[src/rtl/console_wb_pkg.sv]
// Shared register map and bit positions for the console Wishbone peripheral.
package console_wb_pkg;

    localparam logic [1:0] ADDR_STATUS = 2'd0;
    localparam logic [1:0] ADDR_RXDATA = 2'd1;
    localparam logic [1:0] ADDR_TXDATA = 2'd2;

    localparam int STAT_LGFLEN_LSB = 28;
    localparam int STAT_RXCNT_LSB  = 16;
    localparam int STAT_TXCNT_LSB  = 8;
    localparam int STAT_TXOVF      = 2;
    localparam int STAT_RXOVF      = 1;
    localparam int STAT_RXAVAIL    = 0;

    localparam int RXD_EMPTY = 8;
    localparam int TXD_FULL  = 8;

endpackage

[src/rtl/console_fifo.sv]
// First-word-fall-through synchronous FIFO; a push into a full FIFO is accepted
// only when a pop happens on the same edge.
module console_fifo #(
    parameter int BW     = 7,
    parameter int LGFLEN = 4
) (
    input  logic              i_clk,
    input  logic              i_reset_n,
    input  logic              i_wr,
    input  logic [BW-1:0]     i_data,
    input  logic              i_rd,
    output logic [BW-1:0]     o_data,
    output logic [LGFLEN:0]   o_fill,
    output logic              o_full,
    output logic              o_empty
);

    localparam int DEPTH = 1 << LGFLEN;
    localparam logic [LGFLEN-1:0] PTR_ONE  = LGFLEN'(1);
    localparam logic [LGFLEN:0]   FILL_ONE = (LGFLEN+1)'(1);

    logic [BW-1:0]     mem [DEPTH];
    logic [LGFLEN-1:0] wr_ptr_q, wr_ptr_d;
    logic [LGFLEN-1:0] rd_ptr_q, rd_ptr_d;
    logic [LGFLEN:0]   fill_q, fill_d;
    logic              w_en, r_en;

    assign o_empty = (fill_q == '0);
    assign o_full  = fill_q[LGFLEN];
    assign o_fill  = fill_q;
    assign o_data  = mem[rd_ptr_q];

    assign r_en = i_rd && !o_empty;
    assign w_en = i_wr && (!o_full || r_en);

    always_comb begin
        wr_ptr_d = wr_ptr_q;
        rd_ptr_d = rd_ptr_q;
        fill_d   = fill_q;
        if (w_en) wr_ptr_d = wr_ptr_q + PTR_ONE;
        if (r_en) rd_ptr_d = rd_ptr_q + PTR_ONE;
        case ({w_en, r_en})
            2'b10:   fill_d = fill_q + FILL_ONE;
            2'b01:   fill_d = fill_q - FILL_ONE;
            default: fill_d = fill_q;
        endcase
    end

    always_ff @(posedge i_clk or negedge i_reset_n) begin
        if (!i_reset_n) begin
            wr_ptr_q <= '0;
            rd_ptr_q <= '0;
            fill_q   <= '0;
        end else begin
            wr_ptr_q <= wr_ptr_d;
            rd_ptr_q <= rd_ptr_d;
            fill_q   <= fill_d;
        end
    end

    // Storage carries no reset so it can map onto distributed RAM.
    always_ff @(posedge i_clk) begin
        if (w_en) mem[wr_ptr_q] <= i_data;
    end

endmodule

[src/rtl/console_wb.sv]
// Wishbone console peripheral: RX FIFO fed by the mux console output, TX FIFO
// drained through a registered output stage into the mux busy handshake.
module console_wb
    import console_wb_pkg::*;
#(
    parameter int LGFLEN = 4
) (
    input  logic        i_clk,
    input  logic        i_reset_n,
    input  logic        i_wb_cyc,
    input  logic        i_wb_stb,
    input  logic        i_wb_we,
    input  logic [1:0]  i_wb_addr,
    input  logic [31:0] i_wb_data,
    input  logic [3:0]  i_wb_sel,
    output logic        o_wb_stall,
    output logic        o_wb_ack,
    output logic [31:0] o_wb_data,
    input  logic        i_rx_stb,
    input  logic [6:0]  i_rx_data,
    output logic        o_tx_stb,
    output logic [6:0]  o_tx_data,
    input  logic        i_tx_busy,
    output logic        o_rx_int,
    output logic        o_tx_int
);

    logic              wb_req, wb_wr;
    logic              rx_pop, tx_push, tx_pop, tx_load;
    logic              clr_rx_ovf, clr_tx_ovf;
    logic [6:0]        rx_head, tx_head;
    logic [LGFLEN:0]   rx_fill, tx_fill, tx_count;
    logic              rx_full, rx_empty, tx_full, tx_empty;
    logic [31:0]       rdata;

    logic              ack_q, ack_d;
    logic [31:0]       rdata_q, rdata_d;
    logic              tx_stb_q, tx_stb_d;
    logic [6:0]        tx_data_q, tx_data_d;
    logic              rx_ovf_q, rx_ovf_d;
    logic              tx_ovf_q, tx_ovf_d;

    logic unused_bits;
    assign unused_bits = &{1'b0, i_wb_data[31:7], i_wb_sel[3:1]};

    assign wb_req     = i_wb_cyc && i_wb_stb;
    assign wb_wr      = wb_req && i_wb_we && i_wb_sel[0];
    assign rx_pop     = wb_req && !i_wb_we && (i_wb_addr == ADDR_RXDATA) && !rx_empty;
    assign tx_push    = wb_wr && (i_wb_addr == ADDR_TXDATA);
    assign clr_rx_ovf = wb_wr && (i_wb_addr == ADDR_STATUS) && i_wb_data[STAT_RXOVF];
    assign clr_tx_ovf = wb_wr && (i_wb_addr == ADDR_STATUS) && i_wb_data[STAT_TXOVF];

    // The stage refills after a completed transfer or whenever it is idle.
    assign tx_load  = !tx_stb_q || !i_tx_busy;
    assign tx_pop   = tx_load && !tx_empty;
    assign tx_count = tx_fill + (LGFLEN+1)'(tx_stb_q);

    console_fifo #(.BW(7), .LGFLEN(LGFLEN)) u_rx_fifo (
        .i_clk     (i_clk),
        .i_reset_n (i_reset_n),
        .i_wr      (i_rx_stb),
        .i_data    (i_rx_data),
        .i_rd      (rx_pop),
        .o_data    (rx_head),
        .o_fill    (rx_fill),
        .o_full    (rx_full),
        .o_empty   (rx_empty)
    );

    console_fifo #(.BW(7), .LGFLEN(LGFLEN)) u_tx_fifo (
        .i_clk     (i_clk),
        .i_reset_n (i_reset_n),
        .i_wr      (tx_push),
        .i_data    (i_wb_data[6:0]),
        .i_rd      (tx_pop),
        .o_data    (tx_head),
        .o_fill    (tx_fill),
        .o_full    (tx_full),
        .o_empty   (tx_empty)
    );

    always_comb begin
        rdata = '0;
        case (i_wb_addr)
            ADDR_STATUS: begin
                rdata[STAT_LGFLEN_LSB +: 4] = 4'(LGFLEN);
                rdata[STAT_RXCNT_LSB +: 8]  = 8'(rx_fill);
                rdata[STAT_TXCNT_LSB +: 8]  = 8'(tx_count);
                rdata[STAT_TXOVF]           = tx_ovf_q;
                rdata[STAT_RXOVF]           = rx_ovf_q;
                rdata[STAT_RXAVAIL]         = !rx_empty;
            end
            ADDR_RXDATA: begin
                rdata[RXD_EMPTY] = rx_empty;
                rdata[6:0]       = rx_empty ? 7'd0 : rx_head;
            end
            ADDR_TXDATA: rdata[TXD_FULL] = tx_full;
            default:     rdata = '0;
        endcase
    end

    always_comb begin
        ack_d     = wb_req;
        rdata_d   = wb_req ? rdata : '0;
        tx_stb_d  = tx_stb_q;
        tx_data_d = tx_data_q;
        if (tx_load) begin
            tx_stb_d = !tx_empty;
            if (!tx_empty) tx_data_d = tx_head;
        end
        // A same-cycle overflow outranks a software clear.
        rx_ovf_d = (rx_ovf_q && !clr_rx_ovf) || (i_rx_stb && rx_full && !rx_pop);
        tx_ovf_d = (tx_ovf_q && !clr_tx_ovf) || (tx_push && tx_full && !tx_pop);
    end

    always_ff @(posedge i_clk or negedge i_reset_n) begin
        if (!i_reset_n) begin
            ack_q     <= 1'b0;
            rdata_q   <= '0;
            tx_stb_q  <= 1'b0;
            tx_data_q <= '0;
            rx_ovf_q  <= 1'b0;
            tx_ovf_q  <= 1'b0;
        end else begin
            ack_q     <= ack_d;
            rdata_q   <= rdata_d;
            tx_stb_q  <= tx_stb_d;
            tx_data_q <= tx_data_d;
            rx_ovf_q  <= rx_ovf_d;
            tx_ovf_q  <= tx_ovf_d;
        end
    end

    assign o_wb_stall = 1'b0;
    assign o_wb_ack   = ack_q;
    assign o_wb_data  = rdata_q;
    assign o_tx_stb   = tx_stb_q;
    assign o_tx_data  = tx_data_q;
    assign o_rx_int   = !rx_empty;
    assign o_tx_int   = tx_empty && !tx_stb_q;

endmodule
[config.mk]
export PLATFORM = sky130hd
export DESIGN_NAME = console_wb
export DESIGN_NICKNAME = d
export VERILOG_FILES = /design/src/rtl/console_wb_pkg.sv /design/src/rtl/console_fifo.sv /design/src/rtl/console_wb.sv
export SDC_FILE = /design/constraint.sdc
export NUM_CORES = 1
export LEC_CHECK = 0
export CORE_ASPECT_RATIO = 1.5
export CORE_UTILIZATION = 40
export DETAILED_ROUTE_END_ITERATION = 8
export GPL_ROUTABILITY_DRIVEN = 0
export HOLD_SLACK_MARGIN = 0.06
export REMOVE_ABC_BUFFERS = 1
export SYNTH_ARGS = -nofsm -noshare
export SYNTH_HDL_FRONTEND = slang
export SYNTH_HIERARCHICAL = 1
export SYNTH_SLANG_ARGS = --single-unit
[constraint.sdc]
create_clock -name i_clk -period 3.75 [get_ports i_clk]
set_clock_uncertainty 0.15 [all_clocks]
set_input_delay 0.375 -clock i_clk [delete_from_list [all_inputs] [get_ports i_clk]]
set_output_delay 0.375 -clock i_clk [all_outputs]
set_load 0.01 [all_outputs]
Yosys cells after proc, flatten, opt, wreduce, memory -nomap -nowiden
Memories as Yosys holds them, arrays and structs flattened. A register that Yosys moved wholly into a read port is not among the register bits. Index checks and enable logic that the tools add are counted.

Eq/ne operators: 6. Mux-type cells: 13. $add $sub $neg: 9. Bitwise operators: 1. Reductions and logical operators: 45.

Operators by type and width (number): $mux 32 (1); $logic_and 1x1->1 (22); $pmux 5 s2 (2); $add 4x1->4 const B (4); $logic_not 1->1 (12); $mux 12 (1); $add 5x1->5 const B (2); $logic_not 5->1 (2); $sub 5x1->5 const B (2); $mux 7 (1); $eq 2x1->1 const B (3); $eq 2x2->1 const B (3); $pmux 3 s2 (1); $add 5x1->5 (1); $logic_or 1x1->1 (5); $mux 1 (4); $mux 4 (1); $reduce_bool 2->1 (2); $mux 3 (1); $pmux 1 s3 (1); $logic_not 2->1 (1); $reduce_and 2->1 (1); $not 1->1 (1).

Memories kept: 2. Logic and storage cells: 87. Memory bits (writable): 224. Output and inout port bits: 44. Register bits: 62. Input port bits: 52.

Memories: u_rx_fifo.mem (words 16, bits a word 7, read ports 1, clocked after Yosys merged registers in 0, wr ports 1, RTL line console_fifo.sv:22) `logic [BW-1:0] mem [DEPTH];`; u_tx_fifo.mem (words 16, bits a word 7, read ports 1, clocked after Yosys merged registers in 1, wr ports 1, RTL line console_fifo.sv:22).

Depth between registers and ports, before layout
Depth in word-level cells: 9. Gate-level depth with buffers: 14. Gate-level depth less buffers: 14.

By module
The synthesis kept the hierarchy.

By module, submodules not included: console_fifo at u_rx_fifo (instances 1, area an instance 5163.7 um^2, sequential area each 3688.5 um^2, cells an instance 304); console_fifo at u_tx_fifo (instances 1, area an instance 5118.7 um^2, sequential area each 3688.5 um^2, cells an instance 300); console_wb (instances 1, area an instance 1277.5 um^2, sequential area each 725.7 um^2, cells an instance 103).

Worst setup path before layout
No wires, ideal clock.

Kind: reg2reg. Start point: reg u_rx_fifo.fill_q[0], in the netlist u_rx_fifo/o_fill[0]. End point: reg u_rx_fifo.fill_q[4], in the netlist u_rx_fifo/o_fill[4]. Path buffers: 1. Cell stages (with the launch flop): 15. Slack: 321 ps. Library setup time: 124 ps. Data required time: 3476 ps. Clock period less this slack: 3429 ps. Arrival time: 3155 ps. Path through: dfrtp_1 -> or4_1 -> nor2_2 -> nor4_1 -> o21a_1 -> buf_2 -> inv_1 -> ha_1 -> inv_1 -> fa_1 -> nor2b_1 -> o21ai_0 -> nand3_1 -> or3b_1 -> xnor2_1.

Word-level cells in the longest chain between the ends: 8. Elaborated cells between the ends (all ways): 12. Classes of those cells: 2 x add/sub; 2 x eq/ne; 1 x mux; 7 x reduce/logical.

Ends and longest elaborated chain: from (decl) (RTL line console_fifo.sv:25) `logic [LGFLEN:0] fill_q, fill_d;`; from (signal assigned) (RTL line console_fifo.sv:57) `fill_q <= fill_d;`; $logic_not 5->1 (*) (RTL line console_fifo.sv:28) `assign o_empty = (fill_q == '0);`; net rx_empty (RTL line console_wb.sv:33) `logic rx_full, rx_empty, tx_full, tx_empty;`; $logic_not 1->1 (*) (RTL line console_wb.sv:48) `assign rx_pop = wb_req && !i_wb_we && (i_wb_addr == ADDR_RXDATA) && !rx_empty;`; $logic_and 1x1->1 (*) (RTL line console_wb.sv:48); net rx_pop (RTL line console_wb.sv:29) `logic rx_pop, tx_push, tx_pop, tx_load;`; $logic_and 1x1->1 (*) (RTL line console_fifo.sv:33) `assign r_en = i_rd && !o_empty;`; $logic_or 1x1->1 (RTL line console_fifo.sv:34) `assign w_en = i_wr && (!o_full || r_en);`; $logic_and 1x1->1 (RTL line console_fifo.sv:34); $eq 2x1->1 / $eq 2x2->1 (equally long branches) (RTL line console_fifo.sv:42) `case ({w_en, r_en})`; $pmux 5 s2 / $reduce_bool 2->1 (equally long branches).

The timed path passes the listed nets; every way through them passes the cells marked *. A chain may end at the register's enable or synchronous reset.

Final worst setup path
Start point: reg u_tx_fifo.fill_q[0], in the netlist u_tx_fifo/o_fill[0]. End point: reg u_tx_fifo.fill_q[4], in the netlist u_tx_fifo/o_fill[4].

Word-level cells in the longest chain between the ends: 8. Elaborated cells between the ends (all ways): 12. Classes of those cells: 2 x add/sub; 2 x eq/ne; 1 x mux; 7 x reduce/logical.

Ends and longest elaborated chain: from (decl) (RTL line console_fifo.sv:25); from (signal assigned) (RTL line console_fifo.sv:57); $logic_not 5->1 (*) (RTL line console_fifo.sv:28); net tx_empty (RTL line console_wb.sv:33); $logic_not 1->1 (*) (RTL line console_wb.sv:55) `assign tx_pop = tx_load && !tx_empty;`; $logic_and 1x1->1 (*) (RTL line console_wb.sv:55); net tx_pop (RTL line console_wb.sv:29); $logic_and 1x1->1 (*) (RTL line console_fifo.sv:33); net u_tx_fifo.r_en (RTL line console_fifo.sv:26) `logic w_en, r_en;`; $logic_or 1x1->1 (RTL line console_fifo.sv:34); $logic_and 1x1->1 (RTL line console_fifo.sv:34); $eq 2x1->1 / $eq 2x2->1 (equally long branches) (RTL line console_fifo.sv:42); $pmux 5 s2 / $reduce_bool 2->1 (equally long branches).

Marked as above.

==> impl_metrics.yaml <==
setup_path:
  slowest_stage: "a21oi_2"
  rr_startpoint: "u_tx_fifo/o_fill[0]$_DFFE_PN0P_"
  worstPathArrival_ns: 3.71
  cp-end-kind: "flop"
  cp.required_ns: 4.03
  cp-start-kind: "flop"
  worst-setup-path-type: "reg -> reg"
  startpoint: "u_tx_fifo/o_fill[0]$_DFFE_PN0P_"
  cpPeakStageDelay_ns: 0.46
  cp_max_fo: 9
  path_cells: "or4_1 -> nor2_2 -> a21oi_2 -> inv_1 -> nor2_2 -> ha_1 -> inv_1 -> fa_1 -> nor2b_1 -> o21ai_0 -> nand3_1 -> or3b_1 -> xnor2_1"
route:
  post_drt_wl_per_cell_um: 20.8
  routed_wl_mm: 24.0
  drt-initial-drc-count: 250
  drc: 0
  via_per_inst: 5.22
  dr.pass1.iters: 4
  num_vias: 6008
  ant_nets: 0
logic_synthesis:
  syn_area_um2: 11600
  synth_async_sr_flop_share: 0.197
  yosys.area.top_type_share: 0.582
  avgSynthCellArea_um2: 16.4
  synthTopCellsByArea: "edfxtp_1, dfrtp_1, mux4_2"
  yosysWarnings: 6
  yosys.area_share.simple: 0.0526
  yosysTopAreaCell: "edfxtp_1"
  synth_xor_xnor_area_share: 0.0174
  synth_cell_types: 48
  synth_top_family_by_area: "multiplexers"
  ys.flop_type: "edfxtp_1"
  ys_ff_latch: 279
  synth_fa_ha_area_frac: 0.0251
  synthCells: 707
  synth_edf_count: 224
  synth_compound_area_frac: 0.0522
  synth.area.mux_share: 0.117
  ys_seq_area_frac: 0.701
sta:
  tightest_slew_ns: 0.814
  period_minus_slack_ns: 3.44
  drv_slew: 0
  finalSetupTns_ns: 0
  fmax_mhz: 291
  hold_viol_final: 0
  rsz0062_at_grt: "no"
  relSlewSlack: 0.455
  setup_viol: 0
  fin_crit_sh: 0.917
layout:
  fin_nets: 860
  syn_to_final_growth_pct: 16.7
  fin_util: 0.479
  layout_common_cells: "edfxtp_1, dfrtp_1, clkdlybuf4s50_1, mux2i_1, o21ai_0"
  drive_above_1_share: 0.169
  antenna_cells: 0
  final_common_cell: "edfxtp_1"
clocking:
  cts_sinks: 279
  clk_latency_ns: 0.54
  path_clk_slew_ns: 0.06
  cts_buffers: 27
  post-cts-setup-buffers: 0
  ctsHtreeMaxLevel: 1
  cts_tree: "built"
  cts_resized: 0
  root_buffer: "clkbuf_16"
  postCtsHoldBufs: 1
  clock_path_buffers: 3
grt:
  grt_pass1_wl_mm: 36.9
  gr-total-overflow: 0
  grt_max_degree: 30
  antenna_found_initial: 0
  first_global_vias: 6435
  grt_use_total: 0.167
die:
  core_area_um2: 28200
  initial_utilization: 0.411
  ios: 96
  die_h_um: 210
  rows: 75
  die_w_um: 141
  die_area_um2: 29600
hold_path:
  hold_class: "in -> async"
pwr:
  leakage_nw: 4.84
  peakVddDrop_uv: 427
  power_density_nw_per_um2: 691
run:
  drv_cap: 0
placed_design:
  portBuffers: 52
  dp.final_hpwl_mm: 17.2
status:
  outcome: "finished, final reports clean"
## cell usage after synthesis, types with 3 or more instances
library cell    n
nor4_1          5
nor2_1         21
nand2b_1        3
nor3_1          4
a22oi_1        14
nand4_1         3
edfxtp_1      224
nor2b_1         6
inv_1          25
buf_2          11
ha_1           20
nand3_1         7
xnor2_1        15
o21ai_0        37
dfrtp_1        55
mux2_2         21
and2_1         20
xor2_1          8
buf_4          24
a21oi_1        18
mux2i_1        45
clkbuf_1       10
a221oi_1       14
mux4_2         28
nand2_1        34
nor2_2          3
## worst paths after layout
| kind | endpoint | slack, ns | depth (start not counted) |
|---|---|---|---|
| worst max register to register | u_tx_fifo/o_fill[4]$_DFFE_PN0P_ | 0.31 | 13 |
| worst min register to register | o_tx_data[4]$_DFFE_PN0N_ | 0.36 | 1 |
| max in group asynchronous | o_tx_data[6]$_DFFE_PN0N_ | 2.36 | 3 |
| worst min-delay path | u_rx_fifo/wr_ptr_q[2]$_DFFE_PN0P_ | 0.25 | 2 |
| min in group i_clk | o_tx_stb$_DFFE_PN0N_ | 0.27 | 3 |
| worst max-delay path | u_tx_fifo/o_fill[4]$_DFFE_PN0P_ | 0.31 | 13 |
## critical path, delay by kind of cell, from the launching register on
family	cells	cell delay [ns]
AOI/OAI and AO/OA	2	0.57
xor gates and xnor gates	1	0.14
adders and majority gates	2	0.69
buffers and inverters	2	0.25
DFF	1	0.44
and+or+nand+nor	6	1.07
## routing by layer
metal | track usage | wire length, µm | up-vias
met5 | 0 | 0 | -
met4 | 0.0742 | 841 | 0
met3 | 0.0241 | 773 | 42
met2 | 0.335 | 14000 | 125
met1 | 0.167 | 8360 | 3038
li1 | - | - | 2803
## flip-flops by register name (all words and copies together) (netlist names)
signal,count
tx_ovf_q,1
o_tx_stb,1
u_tx_fifo/mem,112
u_tx_fifo/o_fill,5
u_rx_fifo/rd_ptr_q,4
o_wb_data,18
u_rx_fifo/o_fill,5
o_wb_ack,1
o_tx_data,7
u_tx_fifo/wr_ptr_q,4
u_rx_fifo/mem,112
u_tx_fifo/rd_ptr_q,4
u_rx_fifo/wr_ptr_q,4
rx_ovf_q,1
## per-stage QoR
stage / instances / hold slack (ns) / power [W] / area, µm² / worst slack, ns
final: 1152 / 0.248 / 0.00932 / 13500 / 0.312
after global routing: 1152 / 0.255 / 0.00975 / 13500 / 0.0612
after CTS: 1152 / 0.248 / 0.00942 / 13500 / 0.279
after detailed placement: 1102 / 0.297 / 0.00648 / 12500 / 0.0401
after global placement: 1102 / 0.277 / 0.00639 / 12500 / 0.110
after floorplan: 672 / -0.0706 / 0.00560 / 11300 / 0.364
## layout make-up
type                       count  area (µm²)
fill                        2400       14700
clock inverter                11         210
sequential                   279        8110
tap                          346         433
inverter                      26        98.8
clock buffer                  38         757
timing repair buffer          85         778
multi-input combinational    367        3110
## power by group
part / switching [W] / internal [W] / leakage [nW]
clock: 0.00111 / 0.00181 / 0.466
combinational: 0.00121 / 0.00117 / 1.67
sequential: 0.000377 / 0.00364 / 2.70
total: 0.00269 / 0.00663 / 4.84
## cell families (layout without fill, tap and decap cells)
family,Yosys count,count (layout)
AND/OR/NAND/NOR,116,116
XOR/XNOR,23,23
multiplexers,96,96
buffers and inverters,75,160
flip-flops,279,279
other,1,15
AO/OA/AOI/OAI,95,95
adder cells (fa/ha/maj),22,22
Power figures use the tool's default switching activity.
